==> config.mk <==
export PLATFORM = sky130hd
export DESIGN_NAME = wb_stage_p
export DESIGN_NICKNAME = d
export VERILOG_FILES = /design/src/rtl/wb_stage_p.sv
export SDC_FILE = /design/constraint.sdc
export NUM_CORES = 1
export LEC_CHECK = 0
export ABC_AREA = 1
export BUFFER_PORTS_ARGS = -buffer_cell sky130_fd_sc_hd__buf_2
export CORE_MARGIN = 4
export CORE_UTILIZATION = 49
export DETAILED_ROUTE_END_ITERATION = 10
export MAX_ROUTING_LAYER = met4
export PLACE_DENSITY = 0.79
export SYNTH_ARGS = -nofsm -noshare
export SYNTH_HDL_FRONTEND = slang
export SYNTH_SLANG_ARGS = --single-unit
==> constraint.sdc <==
create_clock -name clk -period 2.9 [get_ports clk]
set_input_delay 0.145 -clock clk [delete_from_list [all_inputs] [get_ports clk]]
set_output_delay 0.145 -clock clk [all_outputs]
set_load 0.005 [all_outputs]
==> src/rtl/wb_stage_p.sv <==
// -----------------------------------------------------------------------------
// wb_stage_p -- RV32I write-back stage
//
// Holds the MEM/WB pipeline entry. A load stays in write-back until its
// data-memory response arrives through a valid/ready handshake. While the
// response is outstanding, a busy request stalls the upstream stages.
// The load data is aligned, then sign- or zero-extended, and selected onto
// the register-file write port.
//
// Optional feature macro: WB_INSTRET_EN
//   defined   -> o_instret is a wrapping 64-bit retired-instruction counter
//   undefined -> no counter is built and o_instret is tied to zero
//
// Ports
//   clk, rst               rising-edge clock, asynchronous active-high reset
//   i_valid                memory stage presents an instruction
//   i_rd_addr, i_rd_wr     destination register and its write intent
//   i_ALUout               ALU result (used when the instruction is not a load)
//   i_DM_OE                instruction is a load
//   i_funct3, i_byte_off   load type and address[1:0]
//   stall, flush           global stall (no capture) / kill the held entry
//   i_DM_valid, i_DM_data  load response handshake and raw word
//   o_DM_ready             response accepted when high with i_DM_valid
//   o_rd_addr/data/wr      register-file write port
//   o_wb_busy              stall request while a response is outstanding
//   o_retire               one-cycle pulse per completed instruction
//   o_instret              retired-instruction count
// -----------------------------------------------------------------------------
module wb_stage_p #(
    parameter int XLEN  = 32,
    parameter int RF_AW = 5
) (
    input  logic             clk,
    input  logic             rst,
    input  logic             i_valid,
    input  logic [RF_AW-1:0] i_rd_addr,
    input  logic [XLEN-1:0]  i_ALUout,
    input  logic             i_rd_wr,
    input  logic             i_DM_OE,
    input  logic [2:0]       i_funct3,
    input  logic [1:0]       i_byte_off,
    input  logic             stall,
    input  logic             flush,
    input  logic             i_DM_valid,
    input  logic [XLEN-1:0]  i_DM_data,
    output logic             o_DM_ready,
    output logic [RF_AW-1:0] o_rd_addr,
    output logic [XLEN-1:0]  o_rd_data,
    output logic             o_rd_wr,
    output logic             o_wb_busy,
    output logic             o_retire,
    output logic [63:0]      o_instret
);

    typedef enum logic [1:0] {
        ST_EMPTY   = 2'd0,
        ST_VALID   = 2'd1,
        ST_WAIT_LD = 2'd2,
        ST_DRAIN   = 2'd3
    } state_e;

    state_e            state_q, state_d;
    logic [RF_AW-1:0]  rd_addr_q, rd_addr_d;
    logic [XLEN-1:0]   alu_q, alu_d;
    logic              rd_wr_q, rd_wr_d;
    logic              is_load_q, is_load_d;
    logic [2:0]        funct3_q, funct3_d;
    logic [1:0]        byte_off_q, byte_off_d;
    logic [XLEN-1:0]   ld_data_q, ld_data_d;
    logic              retire_q, retire_d;
    logic              busy_s;
    logic              cap_s;

    // Aligns the addressed byte/halfword to bit 0 and extends it to XLEN.
    function automatic logic [XLEN-1:0] fmt_load(
        input logic [2:0]      f3,
        input logic [1:0]      off,
        input logic [XLEN-1:0] word
    );
        logic [7:0]  byte_s;
        logic [15:0] half_s;
        case (off)
            2'd0:    byte_s = word[7:0];
            2'd1:    byte_s = word[15:8];
            2'd2:    byte_s = word[23:16];
            2'd3:    byte_s = word[31:24];
            default: byte_s = word[7:0];
        endcase
        half_s = off[1] ? word[31:16] : word[15:0];
        case (f3)
            3'b000:  fmt_load = {{(XLEN-8){byte_s[7]}}, byte_s};
            3'b001:  fmt_load = {{(XLEN-16){half_s[15]}}, half_s};
            3'b100:  fmt_load = {{(XLEN-8){1'b0}}, byte_s};
            3'b101:  fmt_load = {{(XLEN-16){1'b0}}, half_s};
            // LW and undefined codes pass the word through unchanged
            default: fmt_load = word;
        endcase
    endfunction

    // Busy derives purely from the state register, so it cannot glitch.
    assign busy_s = (state_q == ST_WAIT_LD) || (state_q == ST_DRAIN);
    assign cap_s  = !stall && !busy_s && !flush;

    // Next-state logic: flush outranks capture; responses drain regardless of stall.
    always_comb begin
        state_d    = state_q;
        rd_addr_d  = rd_addr_q;
        alu_d      = alu_q;
        rd_wr_d    = rd_wr_q;
        is_load_d  = is_load_q;
        funct3_d   = funct3_q;
        byte_off_d = byte_off_q;
        ld_data_d  = ld_data_q;
        retire_d   = 1'b0;
        case (state_q)
            ST_EMPTY, ST_VALID: begin
                if (flush) begin
                    state_d = ST_EMPTY;
                end else if (cap_s) begin
                    rd_addr_d  = i_rd_addr;
                    alu_d      = i_ALUout;
                    rd_wr_d    = i_rd_wr;
                    is_load_d  = i_DM_OE;
                    funct3_d   = i_funct3;
                    byte_off_d = i_byte_off;
                    if (!i_valid) begin
                        state_d = ST_EMPTY;
                    end else if (!i_DM_OE) begin
                        state_d  = ST_VALID;
                        retire_d = 1'b1;
                    end else begin
                        state_d = ST_WAIT_LD;
                    end
                end else begin
                    state_d = state_q;
                end
            end
            ST_WAIT_LD: begin
                if (i_DM_valid) begin
                    if (flush) begin
                        // response consumed but the instruction is dead
                        state_d = ST_EMPTY;
                    end else begin
                        ld_data_d = fmt_load(funct3_q, byte_off_q, i_DM_data);
                        state_d   = ST_VALID;
                        retire_d  = 1'b1;
                    end
                end else if (flush) begin
                    state_d = ST_DRAIN;
                end else begin
                    state_d = ST_WAIT_LD;
                end
            end
            ST_DRAIN: begin
                if (i_DM_valid) begin
                    state_d = ST_EMPTY;
                end else begin
                    state_d = ST_DRAIN;
                end
            end
            default: begin
                state_d = ST_EMPTY;
            end
        endcase
    end

    // Pipeline entry and state registers.
    always_ff @(posedge clk or posedge rst) begin
        if (rst) begin
            state_q    <= ST_EMPTY;
            rd_addr_q  <= '0;
            alu_q      <= '0;
            rd_wr_q    <= 1'b0;
            is_load_q  <= 1'b0;
            funct3_q   <= 3'd0;
            byte_off_q <= 2'd0;
            ld_data_q  <= '0;
            retire_q   <= 1'b0;
        end else begin
            state_q    <= state_d;
            rd_addr_q  <= rd_addr_d;
            alu_q      <= alu_d;
            rd_wr_q    <= rd_wr_d;
            is_load_q  <= is_load_d;
            funct3_q   <= funct3_d;
            byte_off_q <= byte_off_d;
            ld_data_q  <= ld_data_d;
            retire_q   <= retire_d;
        end
    end

    assign o_DM_ready = busy_s;
    assign o_wb_busy  = busy_s;
    assign o_rd_addr  = rd_addr_q;
    assign o_rd_data  = is_load_q ? ld_data_q : alu_q;
    assign o_rd_wr    = (state_q == ST_VALID) && rd_wr_q && (rd_addr_q != {RF_AW{1'b0}});
    assign o_retire   = retire_q;

`ifdef WB_INSTRET_EN
    logic [63:0] instret_q;

    // Retired-instruction counter; wraps naturally at 2^64.
    always_ff @(posedge clk or posedge rst) begin
        if (rst) begin
            instret_q <= 64'd0;
        end else if (retire_q) begin
            instret_q <= instret_q + 64'd1;
        end else begin
            instret_q <= instret_q;
        end
    end

    assign o_instret = instret_q;
`else
    assign o_instret = 64'd0;
`endif

endmodule

Word-level counts from Yosys, hierarchy flattened --
Index checks and enable logic that the tools add are counted.
Word-level totals: flip-flop bits (word level) 79, word-level logic and storage cells 55
Cells by class: eq/ne operators 10, multiplexer cells 20, bitwise gates (word level) 1, reductions and logical operators 15
Operator list (count):
- 32-bit one-hot mux with 4 select lines | 1
- 32-bit 2-to-1 mux | 1
- 8-bit one-hot mux with 4 select lines | 1
- 16-bit 2-to-1 mux | 1
- 2-bit 2-to-1 mux | 6
- 2-bit == test (second input constant) | 4
- 1-bit 2-to-1 mux | 8
- 3-bit == test (second input constant) | 2
- 2-bit one-hot mux with 3 select lines | 1
- 3-bit AND reduction | 2
- 5-bit nonzero test | 1
- 2-bit by 1-bit == test with 1-bit output (second input constant) | 2
- 1-bit logical AND | 4
- 2-bit zero test | 2
- 3-bit by 1-bit == test with 1-bit output (second input constant) | 1
- 1-bit zero test | 3
- 3-bit zero test | 1
- 3-bit inequality test (second input constant) | 1
- 1-bit one-hot mux with 2 select lines | 1
- 2-bit OR reduction | 1
- 1-bit logical OR | 1
- 1-bit NOT | 1

Logic depth before layout (Yosys ltp) --
depth after elaboration 8, depth in mapped cells 9

Least setup slack after synthesis --
No wires, ideal clock.
path type register to register, start point reg funct3_q[0], end point reg ld_data_q[1], library setup time 0.117 ns, data arrival time 1.128 ns, required time 2.783 ns, slack 1.654 ns, stages on the path, launching flop included 8, period minus slack after synthesis 1.246 ns, cells stage by stage dfrtp_1 -> buf_4 -> nor2_2 -> inv_1 -> o21ai_0 -> nand3_1 -> nand3_1 -> nand2_1
Between the ends: word-level cells in the longest chain between the ends 2
RTL lines:
- from (decl) | line 67 | logic [2:0] funct3_q, funct3_d;
- from (signal assigned) | line 185 | funct3_q <= funct3_d;
- 3-bit == test (tied with other cells) | line 90 | case (f3)
- 32-bit one-hot mux with 4 select lines (*) | line 90
- to (signal assigned) | line 187 | ld_data_q <= ld_data_d;
- to (decl) | line 69 | logic [XLEN-1:0] ld_data_q, ld_data_d;
Every way passes the cells marked *; elsewhere a longest branch is shown, timed or not. A chain may end at the register's enable or synchronous reset.

Worst setup path in the final report --
start point reg is_load_q, end point out o_rd_data[20]
Between the ends: word-level cells in the longest chain between the ends 1
RTL lines:
- from (decl) | line 66 | logic is_load_q, is_load_d;
- from (signal assigned) | line 184 | is_load_q <= is_load_d;
- 32-bit 2-to-1 mux | line 195 | assign o_rd_data = is_load_q ? ld_data_q : alu_q;
- to (decl) | line 48 | output logic [XLEN-1:0] o_rd_data,
No other way between the ends.

==> insert_results.sql <==
INSERT INTO impl_metrics (metric_group, metric, value, unit) VALUES
('run_status', 'outcome', 'finished, final reports clean', ''),
('sta', 'final.min_clock_period', '1920', 'ps'),
('power', 'power_switching', '1.11', 'mW'),
('sta', 'transition_time_of_the_tightest_slew_check_pin', '947', 'ps'),
('sta', 'final_hold_viol_count', '0', ''),
('cells_and_area', 'fin_area', '0.00531', 'mm^2'),
('critical_path', 'worst-setup-path-type', 'reg -> out', ''),
('global_route', 'grt_antenna_before_repair', '0', ''),
('cells_and_area', 'post_route_cells_drive_above_1_share', '23.0', '%'),
('critical_path', 'worst-path-max-fanout', '65', ''),
('logic_synthesis', 'synth_top_cells_by_area', 'sky130_fd_sc_hd__dfrtp_1 42%, sky130_fd_sc_hd__buf_4 11%, sky130_fd_sc_hd__nand2_1 10%', ''),
('logic_synthesis', 'muxShareOfSynthArea', '1.20', '%'),
('detailed_routing', 'antenna_violating_nets_post_route', '0', ''),
('floorplan', 'die_x', '106', 'um'),
('critical_path', 'category_of_the_worst_setup_path_launch_point', 'flip-flop', ''),
('clock_tree', 'post_cts.repair.setup_buffers', '0', ''),
('sta', 'timing.final.max_slew_violations', '0', ''),
('logic_synthesis', 'syn_area_per_cell', '7.52', 'um^2'),
('logic_synthesis', 'synth_cells', '626', ''),
('sta', 'totalNegativeSetupSlack', '0', 'ps'),
('logic_synthesis', 'post_synth_and_or_nand_nor_area_fraction', '21.2', '%'),
('power', 'power.internal', '2.22', 'mW'),
('cells_and_area', 'mostFrequentLayoutCells', '128 x sky130_fd_sc_hd__nand2_1, 122 x sky130_fd_sc_hd__buf_2, 78 x sky130_fd_sc_hd__inv_1, 78 x sky130_fd_sc_hd__dfrtp_1, 69 x sky130_fd_sc_hd__a21oi_1', ''),
('clock_tree', 'clk_transition_reported_paths', '80', 'ps'),
('power', 'clockPowerShare', '25.0', '%'),
('critical_path', 'timing.critical_path.arrival', '1770', 'ps'),
('detailed_routing', 'detail_route.drc_violations', '0', ''),
('detailed_routing', 'route.vias.total', '4103', ''),
('clock_tree', 'tritoncts', 'done', ''),
('global_route', 'gr-usage-all-layers', '20.6', '%'),
('sta', 'max-slew-margin-rel', '36.9', '%'),
('detailed_routing', 'first_pass_iters', '5', ''),
('global_route', 'grt_max_degree', '66', ''),
('placement', 'dpl_worst_slack', '1040', 'ps'),
('logic_synthesis', 'synth_top_cell_by_area', 'sky130_fd_sc_hd__dfrtp_1', ''),
('logic_synthesis', 'syn-cell-area', '0.00470', 'mm^2'),
('global_route', 'first_global_vias', '3946', ''),
('global_route', 'globalRoute.totalOverflow', '0', ''),
('clock_tree', 'cts_num_sinks', '79', ''),
('floorplan', 'placementRows', '35', ''),
('power', 'comb_power_share', '27.8', '%'),
('sta', 'finalCritPeriodShare', '66.2', '%'),
('clock_tree', 'number_of_levels_the_h_tree_was_split_into', '3', ''),
('placement', 'place.gp.congestion', '0.951', ''),
('logic_synthesis', 'synth.lib_cells_used.distinct', '29', ''),
('power', 'worst_ir_drop_vdd', '353', 'uV'),
('power', 'netSwitchingFraction', '33.4', '%'),
('power', 'p_leak', '2.98', 'nW'),
('sta', 'report.final.setup_viol', '0', ''),
('floorplan', 'die_y', '106', 'um'),
('placement', 'placed_cell_area', '0.00506', 'mm^2'),
('sta', 'postLayoutSetupSlackWorst', '981', 'ps'),
('logic_synthesis', 'dominant_combinational_cell_family_by_area_after_synthesis', 'buffers and inverters', ''),
('floorplan', 'core_region_area', '0.00928', 'mm^2'),
('hold_path', 'class_of_the_worst_hold_path', 'in -> reg', ''),
('sta', 'clock-skew-final', '7.90', 'ps'),
('clock_tree', 'clock_tree.root_cell', 'sky130_fd_sc_hd__clkbuf_8', ''),
('detailed_routing', 'avgViaCountPerCell', '4.73', ''),
('placement', 'dp.final_hpwl', '8390', 'um'),
('cells_and_area', 'layout.nets', '816', ''),
('detailed_routing', 'detail_route.iter0.violations', '178', ''),
('logic_synthesis', 'synth_compound_gate_area_share', '13.9', '%'),
('flow_run', 'drv_cap', '0', ''),
('critical_path', 'critPathMaxStageDelay', '970', 'ps'),
('clock_tree', 'cts.path.max_buffers', '2', ''),
('cells_and_area', 'count_of_non_filler_cells_in_the_finished_layout', '867', ''),
('sta', 'setup_repair_after_global_routing_missed_its_margin', 'false', ''),
('logic_synthesis', 'yosysTopAreaCellShare', '42.0', '%'),
('power', 'power_density', '627', 'mW/mm^2'),
('cells_and_area', 'layout.cells.most_common', 'sky130_fd_sc_hd__nand2_1', ''),
('cells_and_area', 'final.fill_count', '904', '');
## synthesized netlist by cell type (all sizes together)
| library cell | count |
|---|---|
| nand3 | 38 |
| o22a | 1 |
| nor2 | 46 |
| buf | 84 |
| o21ai | 53 |
| conb | 1 |
| o211ai | 1 |
| a21boi | 3 |
| dfrtp | 79 |
| ha | 1 |
| mux2 | 5 |
| or2 | 18 |
| nor3 | 1 |
| nand2 | 130 |
| clkbuf | 14 |
| inv | 82 |
| a21oi | 69 |
## sequential cells by signal, summed over array words and instances, names as in the netlist
register and count:
alu_q 32, ld_data_q 32, o_rd_addr 5, funct3_q 3, byte_off_q 2, state_q 2, is_load_q 1, o_retire 1
rd_wr_q 1
## final timing paths
kind | startpoint | endpoint | slack [ps] | depth (start not counted)
setup / recovery | is_load_q$_DFFE_PP0P_ | o_rd_data[20] | 980 | 2
hold / removal | i_rd_addr[0] | o_rd_addr[0]$_DFFE_PP0P_ | 20 | 2
setup reg to reg | byte_off_q[1]$_DFFE_PP0P_ | ld_data_q[26]$_DFFE_PP0P_ | 1000 | 7
hold reg to reg | ld_data_q[10]$_DFFE_PP0P_ | ld_data_q[10]$_DFFE_PP0P_ | 490 | 2
max in group asynchronous | rst | o_rd_addr[3]$_DFFE_PP0P_ | 1850 | 4
min in group asynchronous | rst | state_q[1]$_DFFE_PP0P_ | 400 | 3
## power groups by stage
stage / clock [mW] / combinational [mW] / sequential (mW)
3_5_place_dp: 0 / 0.927 / 1.59
6_report: 0.831 / 0.927 / 1.57
2_1_floorplan: 0 / 0.755 / 1.49
3_3_place_gp: 0 / 0.897 / 1.58
4_1_cts: 0.852 / 0.938 / 1.57
5_1_grt: 0.894 / 1.07 / 1.61
## cell families (layout without fill, tap and decap cells)
logic type,after synthesis,after routing
other cells,1,64
simple gates,233,233
compound gates,127,127
mux,5,5
flops,79,79
fa+ha+maj,1,1
buf+inv,180,229
## through the flow
step	total power [mW]	hold slack (ps)
floorplan	2.25	277
global placement	2.48	248
detailed placement	2.52	250
CTS	3.36	11.1
global route	3.58	8.64
finish	3.33	19.1
## metal layers
| layer | routed length (um) | GRT usage (%) | share of wire, % | up-vias |
|---|---|---|---|---|
| met5 | 0 | - | 0 | - |
| met1 | 4600 | 25.1 | 42 | 1884 |
| li1 | - | - | - | 2038 |
| met4 | 179 | 7.31 | 1.6 | 0 |
| met2 | 5540 | 34.8 | 50 | 164 |
| met3 | 758 | 3.34 | 6.8 | 17 |
## worst max-delay path, delay by kind of cell (launching register included)
| kind | cells | cell delay [ps] |
|---|---|---|
| DFF | 1 | 970 |
| buffers and inverters | 1 | 180 |
| AOI/OAI and AO/OA | 1 | 230 |
## layout make-up
class	count	area, um^2	share of cell area (%)
inverter	82	309	5.82
timing repair buffer	131	703	13.2
multi-input combinational	430	1960	36.9
tap	129	161	3.04
sequential	79	1980	37.3
clock buffer	11	141	2.66
clock inverter	5	57.6	1.08
No activity file was read; power rests on OpenSTA's default activity.
